===== config.mk =====
export PLATFORM = sky130hd
export DESIGN_NAME = muldiv_sequencer
export DESIGN_NICKNAME = d
export VERILOG_FILES = /design/src/rtl/muldiv_sequencer.sv
export SDC_FILE = /design/constraint.sdc
export NUM_CORES = 1
export LEC_CHECK = 0
export ABC_AREA = 1
export ABC_CLOCK_PERIOD_IN_PS = 2230
export CORE_UTILIZATION = 23
export DETAILED_ROUTE_END_ITERATION = 16
export GPL_TIMING_DRIVEN = 0
export PLACE_DENSITY_LB_ADDON = 0.1
export SYNTH_ARGS = -nofsm -noshare
export SYNTH_HDL_FRONTEND = slang
export SYNTH_SLANG_ARGS = --single-unit

===== constraint.sdc =====
create_clock -name clk -period 2.23 [get_ports clk]
set_input_delay 0.446 -clock clk [delete_from_list [all_inputs] [get_ports clk]]
set_output_delay 0.446 -clock clk [all_outputs]
set_load 0.01 [all_outputs]

===== src/rtl/muldiv_sequencer.sv =====
// muldiv_sequencer: iterative radix-2 MULT/MULTU/DIV/DIVU unit that owns the HI/LO pair.
// Define MULDIV_ABORT_EN to let flush abandon an in-flight operation.
module muldiv_sequencer #(
  parameter int unsigned WIDTH = 32,
  parameter int unsigned CNT_W = 6
) (
  input  logic             clk,
  input  logic             rst_n,
  input  logic [2:0]       op,
  input  logic             op_valid,
  input  logic [WIDTH-1:0] rs,
  input  logic [WIDTH-1:0] rt,
  input  logic             flush,
  output logic             busy,
  output logic             stall,
  output logic             done,
  output logic [WIDTH-1:0] hi,
  output logic [WIDTH-1:0] lo
);

  localparam int unsigned ACC_W = 2 * WIDTH;

  localparam logic [2:0] OP_NONE  = 3'd0;
  localparam logic [2:0] OP_MULT  = 3'd1;
  localparam logic [2:0] OP_MULTU = 3'd2;
  localparam logic [2:0] OP_DIV   = 3'd3;
  localparam logic [2:0] OP_DIVU  = 3'd4;
  localparam logic [2:0] OP_MTHI  = 3'd5;
  localparam logic [2:0] OP_MTLO  = 3'd6;

  typedef enum logic [1:0] {
    IDLE  = 2'd0,
    CALC  = 2'd1,
    FIXUP = 2'd2
  } state_t;

  state_t state, state_next;

  // acc holds {product_hi, product_lo} for multiply, {remainder, quotient} for divide
  logic [ACC_W-1:0] acc, acc_next;
  logic [WIDTH-1:0] opb, opb_next;
  logic [CNT_W-1:0] cnt, cnt_next;
  logic             is_div, is_div_next;
  logic             neg_q, neg_q_next;
  logic             neg_r, neg_r_next;
  logic             busy_next, done_next;
  logic [WIDTH-1:0] hi_next, lo_next;

  logic             muldiv_req;
  logic             start;
  logic             abort;
  logic             last;
  logic             is_signed;
  logic             sign_a, sign_b;
  logic             div_by_zero;
  logic [WIDTH-1:0] abs_a, abs_b;

  // Operand conditioning for a new operation
  assign muldiv_req  = op_valid && (state == IDLE) && (op >= OP_MULT) && (op <= OP_DIVU);
  assign is_signed   = (op == OP_MULT) || (op == OP_DIV);
  assign sign_a      = is_signed & rs[WIDTH-1];
  assign sign_b      = is_signed & rt[WIDTH-1];
  assign abs_a       = sign_a ? (~rs + WIDTH'(1)) : rs;
  assign abs_b       = sign_b ? (~rt + WIDTH'(1)) : rt;
  assign div_by_zero = (rt == '0);
  assign last        = (cnt == CNT_W'(WIDTH - 1));

`ifdef MULDIV_ABORT_EN
  assign abort = flush && (state != IDLE);
  assign start = muldiv_req && !flush;
`else
  logic unused_flush;
  assign unused_flush = flush;
  assign abort        = 1'b0;
  assign start        = muldiv_req;
`endif

  // Shift-add multiply step: add multiplicand on LSB, then shift the whole accumulator right
  logic [WIDTH:0]   mul_sum;
  logic [ACC_W-1:0] mul_step;
  assign mul_sum  = {1'b0, acc[ACC_W-1:WIDTH]} + (acc[0] ? {1'b0, opb} : {(WIDTH+1){1'b0}});
  assign mul_step = {mul_sum, acc[WIDTH-1:1]};

  // Restoring divide step: shift next dividend bit into the remainder, keep the subtraction if it fits
  logic [WIDTH:0]   div_shifted;
  logic [WIDTH+1:0] div_diff;
  logic             div_fits;
  logic [WIDTH-1:0] div_rem;
  logic [ACC_W-1:0] div_step;
  logic             unused_div_msb;
  assign div_shifted    = {acc[ACC_W-1:WIDTH], acc[WIDTH-1]};
  assign div_diff       = {1'b0, div_shifted} - {2'b00, opb};
  assign div_fits       = ~div_diff[WIDTH+1];
  assign div_rem        = div_fits ? div_diff[WIDTH-1:0] : div_shifted[WIDTH-1:0];
  assign div_step       = {div_rem, acc[WIDTH-2:0], div_fits};
  assign unused_div_msb = div_diff[WIDTH];

  // Sign fixup of the raw magnitudes
  logic [ACC_W-1:0] prod_fix;
  logic [WIDTH-1:0] quo_fix, rem_fix;
  assign prod_fix = neg_q ? (~acc + ACC_W'(1)) : acc;
  assign quo_fix  = neg_q ? (~acc[WIDTH-1:0] + WIDTH'(1)) : acc[WIDTH-1:0];
  assign rem_fix  = neg_r ? (~acc[ACC_W-1:WIDTH] + WIDTH'(1)) : acc[ACC_W-1:WIDTH];

  // State register
  always_ff @(posedge clk) begin
    if (!rst_n) state <= IDLE;
    else        state <= state_next;
  end

  // Next-state logic
  always_comb begin
    state_next = state;
    case (state)
      IDLE:    if (start) state_next = CALC;
      CALC:    if (last)  state_next = FIXUP;
      FIXUP:   state_next = IDLE;
      default: state_next = IDLE;
    endcase
    if (abort) state_next = IDLE;
  end

  // Datapath and registered-output next values
  always_comb begin
    acc_next    = acc;
    opb_next    = opb;
    cnt_next    = cnt;
    is_div_next = is_div;
    neg_q_next  = neg_q;
    neg_r_next  = neg_r;
    hi_next     = hi;
    lo_next     = lo;
    done_next   = 1'b0;
    busy_next   = (state_next != IDLE);
    case (state)
      IDLE: begin
        if (start) begin
          acc_next    = {{WIDTH{1'b0}}, abs_a};
          opb_next    = abs_b;
          cnt_next    = '0;
          is_div_next = (op == OP_DIV) || (op == OP_DIVU);
          // a zero divisor leaves the all-ones quotient un-negated
          neg_q_next  = (sign_a ^ sign_b) &
                        !(((op == OP_DIV) || (op == OP_DIVU)) && div_by_zero);
          neg_r_next  = sign_a;
        end else if (op_valid && op == OP_MTHI) begin
          hi_next = rs;
        end else if (op_valid && op == OP_MTLO) begin
          lo_next = rs;
        end
      end
      CALC: begin
        acc_next = is_div ? div_step : mul_step;
        cnt_next = cnt + CNT_W'(1);
      end
      FIXUP: begin
        done_next = 1'b1;
        if (is_div) begin
          hi_next = rem_fix;
          lo_next = quo_fix;
        end else begin
          hi_next = prod_fix[ACC_W-1:WIDTH];
          lo_next = prod_fix[WIDTH-1:0];
        end
      end
      default: ;
    endcase
    if (abort) begin
      done_next = 1'b0;
      hi_next   = hi;
      lo_next   = lo;
    end
  end

  // Output logic: hold the pipeline while anything is issued to a busy unit
  always_comb begin
    stall = op_valid && (op != OP_NONE) && (state != IDLE);
  end

  // Datapath and output registers
  always_ff @(posedge clk) begin
    if (!rst_n) begin
      acc    <= '0;
      opb    <= '0;
      cnt    <= '0;
      is_div <= 1'b0;
      neg_q  <= 1'b0;
      neg_r  <= 1'b0;
      busy   <= 1'b0;
      done   <= 1'b0;
      hi     <= '0;
      lo     <= '0;
    end else begin
      acc    <= acc_next;
      opb    <= opb_next;
      cnt    <= cnt_next;
      is_div <= is_div_next;
      neg_q  <= neg_q_next;
      neg_r  <= neg_r_next;
      busy   <= busy_next;
      done   <= done_next;
      hi     <= hi_next;
      lo     <= lo_next;
    end
  end

endmodule


==> impl_metrics.py <==
metrics = {
    "status": {
        "status": "complete, but fails checks",
        "violations": "setup timing",
    },
    "cts": {
        "clock_path_buffers": 2,
        "cts_buffers": 17,
        "clk_pin_slew_ns": 0.08,
        "clock_latency_ns": 0.49,
        "h-tree-depth": 4,
        "cts_tree": "done",
        "ctsRootBufferMaster": "clkbuf_16",
        "cts.sinks": 173,
    },
    "placement": {
        "portBuffers": 135,
        "place_congestion": 0.966,
        "place_inst": 4296,
        "dp_hpwl_um": 80700,
    },
    "detailed_routing": {
        "ant_nets": 0,
        "viasPerCell": 5.02,
        "vias": 22600,
        "drc": 0,
        "drt_wl_total_um": 101000,
        "firstDrtPassIters": 5,
        "wire_per_inst_um": 22.5,
        "dr.first_iter.drc_count": 2150,
    },
    "setup_path": {
        "path_cells": "buf_12 > clkbuf_16 > nand2_4 > inv_4 > ha_4 > inv_2 > fa_2 > inv_4 > nand2_1 > nand3b_1 > nand2_2 > nand2_4 > nand2_4 > nand3_2 > nand3_1 > nand2_1 > inv_2 > nand2_2 > a21oi_2",
        "worst-setup-path-type": "reg2reg",
        "cp.arrival_ns": 2.84,
        "crit_slowest_cell": "fa_2",
        "path_common_cell": "nand2_4",
        "required_ns": 2.56,
        "crit_fanout": 6,
        "crit_path_max_incr_delay_ns": 0.36,
        "cp-end-kind": "flop",
        "worst_setup_path_start_kind": "flop",
    },
    "timing": {
        "fmax_ghz": 0.399,
        "finalHoldViolations": 0,
        "period_needed_ns": 2.51,
        "worst_slew_pin_slew_ns": 1.12,
        "setup_viol": 63,
        "setup_slack_ns": -0.278,
        "finalClockSkew_ns": 0.0189,
        "slew_viol_final": 0,
        "hold_slack_ns": 0.377,
        "rsz0062_at_grt": "yes",
        "slew_headroom": 0.257,
        "fin_crit_sh": 1.12,
    },
    "cells_and_area": {
        "drive_gt1_frac": 0.269,
        "fillers": 8452,
        "multiInputGateArea_um2": 14500,
        "nets": 3668,
        "seqCellArea_um2": 3690,
        "syn_to_final_growth_pct": 46.0,
        "antennaDiodeCount": 0,
        "finalNonFillerCells": 4508,
        "final_core_util": 0.341,
    },
    "pwr": {
        "power_leakage_nw": 11.8,
        "p_int_mw": 7.10,
        "comb_power_share": 0.472,
        "seqPwrFrac": 0.279,
        "p_per_area_nw_per_um2": 502,
        "p_clk_frac": 0.250,
        "switching_share": 0.447,
        "switchingPower_mw": 5.73,
        "ir_drop_uv": 528,
    },
    "hold_path": {
        "hp-class": "in2reg",
    },
    "yosys": {
        "yosysUniqueCellTypes": 54,
        "synthMostInstantiatedCell": "nand2_1",
        "synth_seq_area_share": 0.198,
        "synth_top_area_share": 0.198,
        "synth_edf_count": 0,
        "yosysWarnings": 0,
        "ys_top_cells_by_area": "dfxtp_1 (20%), nand2_1 (19%), inv_1 (10%)",
        "syn_area_per_cell_um2": 5.48,
        "synth_nets": 3334,
        "async_flop_share": 0,
        "ys.flop_type": "dfxtp_1",
        "ys_seq_elements": 173,
        "syn_inst": 3192,
        "synth_common_cells": "nand2_1 (876), inv_1 (475), nor2_1 (360), nand3_1 (314), a21oi_1 (254)",
        "synth_top_area_cell": "dfxtp_1",
        "syn-cell-area_um2": 17500,
    },
    "global_routing": {
        "grt_pass1_vias": 20500,
        "grt_overflow": 0,
        "antenna_found_initial": 1,
        "grt_start_max_net_pins": 17,
        "grtUsageTotal": 0.254,
        "grt_pass1_wl_um": 144000,
    },
    "floorplan": {
        "die-area_um2": 77200,
        "rows": 100,
        "core_area_um2": 74800,
        "dieHeight_um": 278,
        "dieWidth_um": 278,
        "start_util": 0.234,
        "io_pins": 138,
    },
    "run": {
        "cap_violations": 0,
    },
}
cell usage in the layout, fill, tap and decap left out, types with 108 or more instances in the layout:
| master | synthesis | routed |
|---|---|---|
| nand2_1 | 876 | 707 |
| inv_1 | 475 | 416 |
| nor2_1 | 360 | 304 |
| nand3_1 | 314 | 230 |
| o21ai_0 | 245 | 226 |
| a21oi_1 | 254 | 207 |
| buf_4 | 4 | 157 |
| clkdlybuf4s50_1 | 0 | 130 |
| nand2_2 | 9 | 123 |
| dfxtp_1 | 173 | 108 |
critical path, delay by kind of cell (launching register included):
family	cells	cell delay [ns]
and+or+nand+nor	10	0.94
buffers and inverters	6	0.53
adders and majority gates	2	0.48
DFF	1	0.35
AOI/OAI and AO/OA	1	0.05
power groups by stage:
stage	Sequential [mW]	Clock, mW	Combinational, mW
after floorplan	3.52	0	2.82
after global placement	3.68	0	4.56
after detailed placement	3.67	0	4.53
after CTS	3.60	3.27	5.21
after global routing	3.59	3.41	6.45
final	3.58	3.20	6.05
what timing repair did:
item	CTS	global route
hold buffers	0	0
gates cloned	1	3
setup endpoints to repair	167	119
setup buffers	53	124
pin swaps	93	156
gates resized for setup	532	425
final cells by class:
type / count / share of cell area
tap: 969 / 0.0475
clock inverter: 14 / 0.00627
clock buffer: 18 / 0.0168
timing repair buffer: 315 / 0.115
buffer: 114 / 0.0288
inverter: 496 / 0.0747
multi-input combinational: 2409 / 0.567
sequential: 173 / 0.145
flip-flops by register name, indices dropped and copies added (netlist names):
register / cells
busy: 1
neg_r: 1
acc: 64
is_div: 1
done: 1
neg_q: 1
lo: 32
cnt: 6
hi: 32
state: 2
opb: 32
cells by family (layout without fill, tap and decap cells):
kind of cell,count (synthesis),in the layout,share of synthesized area
AO/OA/AOI/OAI,588,588,0.177
XOR/XNOR,33,33,0.0165
adder cells (fa/ha/maj),71,71,0.0516
buffers and inverters,610,957,0.136
flip-flops,173,173,0.198
AND/OR/NAND/NOR,1717,1717,0.420
metrics by stage:
step                TNS (ns)  setup WS [ns]  cell area, µm²  power, mW
floorplan                  0         0.0263           17500       6.34
global placement     -141.60          -1.52           20100       8.24
detailed placement   -139.33          -1.54           20100       8.20
CTS                    -4.71         -0.252           23200       12.1
global route          -13.52         -0.359           25600       13.4
finish                 -8.47         -0.278           25600       12.8
layer usage:
| layer | vias to the layer above | global-route usage | part of all wire |
|---|---|---|---|
| met5 | - | 0 | 0 |
| met4 | 0 | 0.0601 | 0.023 |
| met3 | 100 | 0.0379 | 0.065 |
| met2 | 708 | 0.381 | 0.43 |
| met1 | 10900 | 0.375 | 0.48 |
| li1 | 11000 | - | - |
final timing paths:
path	from	depth (start not counted)	to	slack [ns]
worst max-delay path	acc[0]	19	acc[61]	-0.28
worst min-delay path	rs[0]	3	lo[0]	0.38
worst max register to register	acc[0]	19	acc[61]	-0.28
worst min register to register	cnt[5]	2	cnt[5]	0.48
Note: power is estimated with default switching activity, not from simulation.
